**src/rtl/digit_serial_adder.sv**
```systemverilog
// Digit-serial adder: adds WIDTH-bit operands plus carry-in DIGIT bits per clock,
// LSB digit first, through a single reused DIGIT-bit adder slice.
module digit_serial_adder #(
  parameter int WIDTH = 16,
  parameter int DIGIT = 4
) (
  input  logic             clk,
  input  logic             rst,
  input  logic             start,
  input  logic [WIDTH-1:0] a,
  input  logic [WIDTH-1:0] b,
  input  logic             cin,
  output logic             busy,
  output logic             done,
  output logic [WIDTH-1:0] s,
  output logic             Cout,
  output logic             ovf
);

  localparam int NDIG = WIDTH / DIGIT;
  localparam int KW   = (NDIG > 1) ? $clog2(NDIG) : 1;
  localparam int IW   = (WIDTH > 1) ? $clog2(WIDTH) : 1;
  localparam logic [KW-1:0] K_LAST = KW'(NDIG - 1);

  generate
    if (WIDTH < 1 || DIGIT < 1 || (WIDTH % DIGIT) != 0) begin : g_bad_params
      $error("digit_serial_adder: DIGIT must be >= 1 and divide WIDTH exactly");
    end
  endgenerate

  typedef enum logic [0:0] {
    IDLE = 1'b0,
    RUN  = 1'b1
  } state_t;

  state_t           state_r;
  logic [WIDTH-1:0] a_r;
  logic [WIDTH-1:0] b_r;
  logic [WIDTH-1:0] psum_r;
  logic [WIDTH-1:0] s_r;
  logic [KW-1:0]    k_r;
  logic             carry_r;
  logic             busy_r;
  logic             done_r;
  logic             cout_r;
  logic             ovf_r;

  logic [IW-1:0]    base_s;
  logic [DIGIT-1:0] a_dig_s;
  logic [DIGIT-1:0] b_dig_s;
  logic [DIGIT:0]   slice_s;
  logic             msb_cin_s;
  logic [WIDTH-1:0] psum_next_s;

  // Shared adder slice on digit k, and the partial sum with that digit merged in
  always_comb begin
    base_s      = IW'(32'(k_r) * 32'(DIGIT));
    a_dig_s     = a_r[base_s +: DIGIT];
    b_dig_s     = b_r[base_s +: DIGIT];
    slice_s     = {1'b0, a_dig_s} + {1'b0, b_dig_s} + {{DIGIT{1'b0}}, carry_r};
    // Carry into the slice MSB; only meaningful on the last digit, where it feeds ovf
    msb_cin_s   = slice_s[DIGIT-1] ^ a_dig_s[DIGIT-1] ^ b_dig_s[DIGIT-1];
    psum_next_s = psum_r;
    psum_next_s[base_s +: DIGIT] = slice_s[DIGIT-1:0];
  end

  // Control FSM, operand capture, digit sequencing and registered results
  always_ff @(posedge clk or posedge rst) begin
    if (rst) begin
      state_r <= IDLE;
      a_r     <= {WIDTH{1'b0}};
      b_r     <= {WIDTH{1'b0}};
      psum_r  <= {WIDTH{1'b0}};
      s_r     <= {WIDTH{1'b0}};
      k_r     <= {KW{1'b0}};
      carry_r <= 1'b0;
      busy_r  <= 1'b0;
      done_r  <= 1'b0;
      cout_r  <= 1'b0;
      ovf_r   <= 1'b0;
    end else begin
      done_r <= 1'b0;
      case (state_r)
        IDLE: begin
          if (start) begin
            a_r     <= a;
            b_r     <= b;
            carry_r <= cin;
            psum_r  <= {WIDTH{1'b0}};
            k_r     <= {KW{1'b0}};
            busy_r  <= 1'b1;
            state_r <= RUN;
          end
        end
        RUN: begin
          psum_r  <= psum_next_s;
          carry_r <= slice_s[DIGIT];
          if (k_r == K_LAST) begin
            s_r    <= psum_next_s;
            cout_r <= slice_s[DIGIT];
            ovf_r  <= msb_cin_s ^ slice_s[DIGIT];
            done_r <= 1'b1;
            // A pending start chains straight into the next operation
            if (start) begin
              a_r     <= a;
              b_r     <= b;
              carry_r <= cin;
              psum_r  <= {WIDTH{1'b0}};
              k_r     <= {KW{1'b0}};
              busy_r  <= 1'b1;
              state_r <= RUN;
            end else begin
              busy_r  <= 1'b0;
              state_r <= IDLE;
            end
          end else begin
            k_r <= k_r + {{(KW-1){1'b0}}, 1'b1};
          end
        end
        default: begin
          busy_r  <= 1'b0;
          state_r <= IDLE;
        end
      endcase
    end
  end

  assign busy = busy_r;
  assign done = done_r;
  assign s    = s_r;
  assign Cout = cout_r;
  assign ovf  = ovf_r;

endmodule

```
**config.mk**
```make
export PLATFORM = sky130hd
export DESIGN_NAME = digit_serial_adder
export DESIGN_NICKNAME = d
export VERILOG_FILES = /design/src/rtl/digit_serial_adder.sv
export SDC_FILE = /design/constraint.sdc
export NUM_CORES = 1
export LEC_CHECK = 0
export CAP_MARGIN = 20
export CORE_UTILIZATION = 51
export CTS_BUF_LIST = sky130_fd_sc_hd__clkbuf_8 sky130_fd_sc_hd__clkbuf_16
export DETAILED_ROUTE_END_ITERATION = 6
export PLACE_DENSITY = 0.77
export SLEW_MARGIN = 40
export SYNTH_ARGS = -nofsm -noshare
export SYNTH_HDL_FRONTEND = slang
export SYNTH_SLANG_ARGS = --single-unit
```
**constraint.sdc**
```tcl
create_clock -name clk -period 7.8 [get_ports clk]
set_clock_uncertainty 0.1 [all_clocks]
set_input_delay 1.56 -clock clk [delete_from_list [all_inputs] [get_ports clk]]
set_output_delay 1.56 -clock clk [all_outputs]
set_load 0.03 [all_outputs]
```
# Word-level counts from Yosys, hierarchy flattened
# Index checks and enable logic that the tools add are counted.
# totals
elab_cells	54
register_bits	72
# op_classes
add_sub_neg	4
n_mux	26
shift	4
n_eq_ne	3
bitwise	4
reduce_logical	2
# op_table
cell	n
16-bit two-way mux	7
16-bit case mux with 2 select lines	3
16-bit by 5-bit indexed part select with 4-bit output	2
16-bit bitwise mux	1
4-bit by 6-bit variable shift with 16-bit output (first input constant)	1
4-bit by 6-bit indexed part select with 16-bit output	1
1-bit two-way mux	9
4-bit negator with 6-bit output	1
1-bit case mux with 2 select lines	3
4-bit by 4-bit adder with 5-bit output	1
5-bit by 1-bit adder with 5-bit output	1
2-bit two-way mux	2
2-bit case mux with 2 select lines	1
2-bit AND reduction	2
1-bit XOR	3
2-bit by 1-bit adder with 2-bit output (second input constant)	1
2-bit equality test (second input constant)	1
2-bit by 1-bit != test with 1-bit output (second input constant)	1
2-bit != test (second input constant)	1
1-bit NOT	1

# Depth between registers and ports, before layout
# Gate-level depths: netlist of the first run.
# depth
ltp_word	8
depth_mapped	10
ltp_nobuf	9

# Worst setup path after synthesis of the first run
# Ideal clock, no wire load.
# synth_timing
path_kind	reg-to-reg
from	reg k_r[0]
to	reg ovf_r, in the netlist ovf
path_slack_ns	5.080
t_required_ns	7.630
period_less_slack_ns	2.720
arrival_time_ns	2.551
path_stages_with_launch	11
n_path_buf	1
cell_sequence	dfrtp_1 -> buf_6 -> mux4_2 -> fa_1 -> inv_1 -> fa_1 -> nor2b_1 -> o21ai_1 -> and3_1 -> a2bb2o_2 -> nand3b_1
# synth_between
elab_chain_len	6
# synth_rtl
element	line_no	text
start: declaration	41	logic [KW-1:0] k_r;
start signal: assignment	75	k_r <= {KW{1'b0}};
start signal: assignment	90	k_r <= {KW{1'b0}};
start signal: assignment	109	k_r <= {KW{1'b0}};
16-bit by 5-bit indexed part select with 4-bit output, on equally long branches	58, 59	
4-bit by 4-bit adder with 5-bit output	60	slice_s = {1'b0, a_dig_s} + {1'b0, b_dig_s} + {{DIGIT{1'b0}}, carry_r};
5-bit by 1-bit adder with 5-bit output	60	
1-bit XOR (2 in series)	62	msb_cin_s = slice_s[DIGIT-1] ^ a_dig_s[DIGIT-1] ^ b_dig_s[DIGIT-1];
1-bit XOR	101	ovf_r <= msb_cin_s ^ slice_s[DIGIT];
end signal: assignment	101	
end: declaration	46	logic ovf_r;
# Several ways; a longest one is shown, not always the timed one.
# A chain may end at the register's enable or synchronous reset.

# Worst setup path after layout of the first run
# layout_timing
from	reg s_r[5], in the netlist s[5]
to	out s[5]
# layout_rtl
element	line_no	text
start: declaration	40	logic [WIDTH-1:0] s_r;
start signal: assignment	74	s_r <= {WIDTH{1'b0}};
start signal: assignment	99	s_r <= psum_next_s;
end: declaration	15	output logic [WIDTH-1:0] s,
# No word-level cell between the ends.

==> results of run 1 <==
-- power by group through the flow --
| stage | combinational [mW] | clock (mW) | sequential [mW] |
|---|---|---|---|
| final | 1.15 | 0.392 | 0.648 |
| after global routing | 1.26 | 0.414 | 0.673 |
| after CTS | 1.14 | 0.397 | 0.649 |
| after detailed placement | 1.14 | 0 | 0.655 |
| after global placement | 1.10 | 0 | 0.649 |
| after floorplan | 0.780 | 0 | 0.677 |
-- layout make-up --
| cell class | count | area share, % |
|---|---|---|
| timing repair buffer | 58 | 13.5 |
| inverter | 13 | 1.14 |
| tap | 77 | 2.25 |
| multi-input combinational | 183 | 34.9 |
| clock inverter | 6 | 3.03 |
| sequential | 72 | 42.0 |
| clock buffer | 10 | 3.21 |
-- per-stage QoR --
step / std cells / power (mW) / utilization [%]
floorplan: 279 / 1.46 / -
global route: 419 / 2.34 / 67.1
global placement: 403 / 1.75 / 62.8
CTS: 419 / 2.19 / 67.0
detailed placement: 403 / 1.79 / 62.8
finish: 419 / 2.19 / 67.1
-- flip-flops by register name (all words and copies together), names as in the netlist --
register  count
psum_r       16
a_r          16
done          1
Cout          1
s            16
ovf           1
k_r           2
carry_r       1
busy          1
state_r       1
b_r          16
-- cells by family (layout without fill, tap and decap cells) --
| logic type | count (synthesis) | count (layout) | synth area share (%) |
|---|---|---|---|
| simple gates | 62 | 62 | 9.99 |
| mux | 42 | 42 | 16.5 |
| buf+inv | 24 | 87 | 3.42 |
| flops | 72 | 72 | 52.9 |
| compound gates | 67 | 67 | 12.5 |
| xor+xnor | 1 | 1 | 0.257 |
| fa+ha+maj | 11 | 11 | 4.48 |
-- placed cells by master, fill, tap and decap left out, drive strengths merged --
master          n
a211oi          1
a21o            2
a21oi          21
a22o           16
a2bb2o          1
a31oi           1
and2            3
and2b           1
and3            6
buf             3
bufinv          4
clkbuf         10
clkdlybuf4s50  55
clkinv          2
dfrtp          72
fa              2
ha              9
inv            13
mux2           33
mux2i           1
mux4            8
nand2          19
nand2b          2
nand3           6
nand3b          2
nor2            6
nor2b          15
nor3            1
nor4b           1
o21a            2
o21ai          20
o221ai          2
o22ai           1
xnor2           1
-- routing by layer --
layer / global-route usage [%] / vias to the layer above / wire, µm
met3: 4.65 / 14 / 296
met2: 34.4 / 58 / 3150
met1: 27.6 / 1100 / 2970
met4: 9.55 / 0 / 136
li1: - / 1111 / -
met5: 0 / - / 0
-- worst register-to-register path, delay by kind of cell, from the launching register on --
kind,cells,cell delay (ns)
AOI/OAI and AO/OA,2,0.47
adders and majority gates,2,0.69
buffers and inverters,1,0.09
DFF,1,0.65
muxes,1,0.59
and+or+nand+nor,3,0.33
-- worst paths after layout --
path                             start     end  cells after the start
worst max-delay path              s[5]    s[5]                      1
worst min-delay path              busy    busy                      1
worst max register to register  k_r[0]     ovf                      9
worst min register to register    busy    busy                      1
max in group asynchronous          rst  k_r[0]                      3
min in group asynchronous          rst    s[6]                      3
==> flow_metrics.env, run 1 <==
export IMPL_dp_hpwl_mm=4.54
export IMPL_maxCapViolCount=0
export IMPL_drt_initial_drc_count=116
export IMPL_startpoint_type="register"
export IMPL_power_density_nw_per_um2=511
export IMPL_p_comb_share_pct=52.5
export IMPL_seqCellArea_um2=1800
export IMPL_fin_crit_sh_pct=39.0
export IMPL_grt_pass1_wl_mm=11.6
export IMPL_status="finished, final reports clean"
export IMPL_ys_seq_area_share_pct=52.9
export IMPL_cts_reportedPaths_clkPinSlew_ns=0.07
export IMPL_worst_hold_slack_ns=0.381
export IMPL_yosys_cell_count_top_type="dfrtp_1"
export IMPL_rows=29
export IMPL_swShare_pct=42.1
export IMPL_worst_path_max_fanout=2
export IMPL_io_buffers=55
export IMPL_worst_endpoint_arrival_ns=1.38
export IMPL_io_pins=56
export IMPL_path_class="reg -> out"
export IMPL_synth_ff_latch_count=72
export IMPL_peakVddDrop_mv=0.296
export IMPL_synth_common_cells="72 x dfrtp_1, 32 x mux2_1, 21 x a21oi_1"
export IMPL_syn_num_nets=326
export IMPL_critPathCaptureType="primary output"
export IMPL_pre_cts_slack_ns=4.47
export IMPL_clkPwrFrac_pct=17.9
export IMPL_synth_top_flop_cell="dfrtp_1"
export IMPL_finalWirelength_mm=6.56
export IMPL_hold_violations=0
export IMPL_worstPathRequired_ns=6.14
export IMPL_h_tree_depth=3
export IMPL_cp_top_family="buffers and inverters"
export IMPL_synth_area_leaders="dfrtp_1 53%, mux2_1 11%, mux4_2 5.3%, a22o_1 4.1%, ha_1 3.3%"
export IMPL_tns_ns=0
export IMPL_grtUsageTotal_pct=21.3
export IMPL_synth_cells=279
export IMPL_final_nets=384
export IMPL_rsz0062_at_grt="false"
export IMPL_die_w_um=83.7
export IMPL_drc=0
export IMPL_synthToLayoutAreaGrowth_pct=25.9
export IMPL_drive_above_1_share_pct=11.1
export IMPL_clock_sinks=72
export IMPL_seqPwrFrac_pct=29.6
export IMPL_cts_tree="built"
export IMPL_p_leak_nw=1.88
export IMPL_cp_slowest_cell="clkdlybuf4s50_1"
export IMPL_cp_num_buf_inv=1
export IMPL_synth_distinct_cells=38
export IMPL_tightest_slew_ns=0.648
export IMPL_syn_cell_area_um2=3410
export IMPL_design_area_um2=4290
export IMPL_maxSlewViolCount=0
export IMPL_ctsLongestPathBuffers=2
export IMPL_die_area_um2=7010
export IMPL_r2r_setup_slack_ns=4.81
export IMPL_root_buffer="clkbuf_8"
export IMPL_crit_path_max_incr_delay_ns=0.67
export IMPL_clk_insertion_delay_late_ns=0.36
export IMPL_post_dp_cell_area_um2=4010
export IMPL_ant_nets=0
export IMPL_holdBufCountCts=0
export IMPL_hold_path_class="reg -> reg"
export IMPL_viasPerCell=5.45
export IMPL_wl_per_cell_um=15.7
export IMPL_grt_max_degree=73
export IMPL_antenna_cells=0
export IMPL_synth_edf_count=0
export IMPL_path_cells="clkdlybuf4s50_1"
export IMPL_grt_overflow_total=0
export IMPL_fp_coreArea_um2=6390
export IMPL_max_freq_mhz=329
export IMPL_internal_power_mw=1.27
export IMPL_syn_area_per_cell_um2=12.2
export IMPL_p_sw_mw=0.922
export IMPL_fin_crit_ns=3.04
export IMPL_initial_utilization_pct=53.3
export IMPL_multi_input_area_um2=1500
export IMPL_yosys_warnings=0
export IMPL_synth_top_area_share_pct=52.9
export IMPL_cts_made_buffers=9
export IMPL_first_pass_iters=4
export IMPL_antenna_found_initial=0
export IMPL_grt_pass1_vias=2436
export IMPL_ctsResizeCount=0
export IMPL_fillers=499
export IMPL_cts_setup_buffers=0
export IMPL_die_height_um=83.7
export IMPL_slew_headroom_pct=56.8
export IMPL_synth_top_area_cell="dfrtp_1"
export IMPL_setup_violations=0
export IMPL_fin_ws_ns=4.76
export IMPL_synthArstFlopShare_pct=100
export IMPL_vias=2283
export IMPL_gp_congestion=0.812
(Power assumes the default switching activity.)
==> run 2, diff against run 1 <==
clock period = 2.8 ns   (was 7.8 ns; I/O delays follow)
==> flow_metrics.env, run 2 (synthesis gave the netlist of run 1 again) <==
export IMPL_status="finished, final reports clean"
export IMPL_grt_pass1_vias=2399
export IMPL_hold_violations=0
export IMPL_die_w_um=83.7
export IMPL_worst_path_max_fanout=8
export IMPL_holdBufCountCts=0
export IMPL_clock_sinks=72
export IMPL_grtUsageTotal_pct=21.4
export IMPL_wl_per_cell_um=15.9
export IMPL_first_pass_iters=4
export IMPL_path_cells="buf_4 > mux4_2 > ha_1 > and3_1 > nor3_2 > nor2_1 > buf_4 > a21oi_1 > o21ai_1"
export IMPL_max_freq_mhz=383
export IMPL_drt_initial_drc_count=100
export IMPL_clk_insertion_delay_late_ns=0.35
export IMPL_whs_path_depth=2
export IMPL_ant_nets=0
export IMPL_tns_ns=0
export IMPL_finalWirelength_mm=6.80
export IMPL_initial_utilization_pct=53.3
export IMPL_maxCapViolCount=0
export IMPL_power_density_nw_per_um2=1430
export IMPL_fin_crit_ns=2.61
export IMPL_startpoint_type="register"
export IMPL_cp_num_buf_inv=2
export IMPL_io_pins=56
export IMPL_rows=29
export IMPL_worstRegToRegCells=9
export IMPL_path_class="reg -> reg"
export IMPL_fillers=515
export IMPL_grt_overflow_total=0
export IMPL_maxSlewViolCount=0
export IMPL_fp_coreArea_um2=6390
export IMPL_gp_congestion=0.796
export IMPL_critPathCaptureType="register"
export IMPL_synthToLayoutAreaGrowth_pct=27.1
export IMPL_worstPathRequired_ns=2.93
export IMPL_io_buffers=55
export IMPL_die_height_um=83.7
export IMPL_antenna_found_initial=0
export IMPL_cts_tree="built"
export IMPL_tightest_slew_ns=0.527
export IMPL_cts_reportedPaths_clkPinSlew_ns=0.08
export IMPL_cp_slowest_cell="mux4_2"
export IMPL_slew_headroom_pct=64.8
export IMPL_path_common_cell="buf_4"
export IMPL_h_tree_depth=3
export IMPL_hold_path_class="reg -> reg"
export IMPL_drc=0
export IMPL_rsz0062_at_grt="false"
export IMPL_grt_pass1_wl_mm=11.5
export IMPL_cts_made_buffers=9
export IMPL_root_buffer="clkbuf_8"
export IMPL_dp_hpwl_mm=4.86
export IMPL_grt_max_degree=44
export IMPL_viasPerCell=5.56
export IMPL_fin_util_pct=67.8
export IMPL_die_area_um2=7010
export IMPL_cp_top_family="multiplexers"
export IMPL_final_nets=392
export IMPL_peakVddDrop_mv=0.937
export IMPL_crit_path_max_incr_delay_ns=0.53
export IMPL_path_depth=9
export IMPL_worst_endpoint_arrival_ns=2.74
export IMPL_drive_above_1_share_pct=12.9
export IMPL_fin_crit_sh_pct=93.2
export IMPL_ctsLongestPathBuffers=2
export IMPL_vias=2374
export IMPL_mostFrequentLayoutCells="71 x dfrtp_1, 55 x clkdlybuf4s50_1, 32 x mux2_1"
export IMPL_setup_violations=0
export IMPL_p_leak_nw=1.91
export IMPL_antenna_cells=0
export IMPL_final_common_cell="dfrtp_1"
## run 2: cell count changes in the layout (fill, tap and decap cells not counted), sizes merged
| cell | delta |
|---|---|
| bufinv | -1 |
| inv | +1 |
| buf | +8 |
## run 2: where the power goes
| group | internal, mW | switching (mW) |
|---|---|---|
| Sequential | 1.50 | 0.275 |
| Combinational | 1.48 | 1.95 |
| Clock | 0.613 | 0.392 |
| Total | 3.59 | 2.62 |
## run 2: path summary, 6_finish.rpt
check                           slack, ns    from      to
max in group asynchronous            1.67     rst  b_r[7]
worst max-delay path                 0.19  k_r[0]    s[7]
worst max register to register       0.19  k_r[0]    s[7]
worst min register to register       0.38    s[2]    s[2]
worst min-delay path                 0.38    s[2]    s[2]
min in group asynchronous            0.50     rst     ovf
## run 2: area by class of cell
class	count	area [µm²]	area share, %
clock buffers	10	138	3.18
inverters	13	48.8	1.13
clock inverters	6	108	2.48
well taps	77	96.3	2.22
multi-input cells	183	1490	34.4
repair buffers	66	646	14.9
flip-flops and latches	72	1800	41.6
## run 2: worst reg2reg max path: stages, from the launching register on
cell and delay [ns]:
dfrtp_2 0.42, buf_4 0.20, mux4_2 0.53, ha_1 0.37, and3_1 0.20, nor3_2 0.23
nor2_1 0.07, buf_4 0.17, a21oi_1 0.13, o21ai_1 0.08
## run 2: layer usage
layer / vias up / GRT usage [%] / wire, µm
met5: - / 0 / 0
met4: 0 / 9.55 / 126
met3: 11 / 5.24 / 358
met2: 83 / 34.2 / 3270
met1: 1151 / 27.7 / 3050
li1: 1129 / - / -
## run 2: through the flow
| step | hold WS, ns | cell area [µm²] | std cells | total power, mW | setup slack, ns |
|---|---|---|---|---|---|
| after floorplan | 0.352 | 3410 | 279 | 4.06 | 0.0795 |
| after global placement | 0.362 | 4070 | 410 | 5.06 | 0.138 |
| after detailed placement | 0.370 | 4070 | 410 | 5.17 | 0.0676 |
| after CTS | 0.391 | 4320 | 426 | 6.19 | 0.0447 |
| after global routing | 0.405 | 4330 | 427 | 6.63 | 0.0364 |
| final | 0.383 | 4330 | 427 | 6.21 | 0.192 |
## run 2: what timing repair did
item	CTS	global route
setup endpoints to repair	0	10
resized for setup	0	2
buffers inserted	0	1
endpoints found under the hold margin	0	0
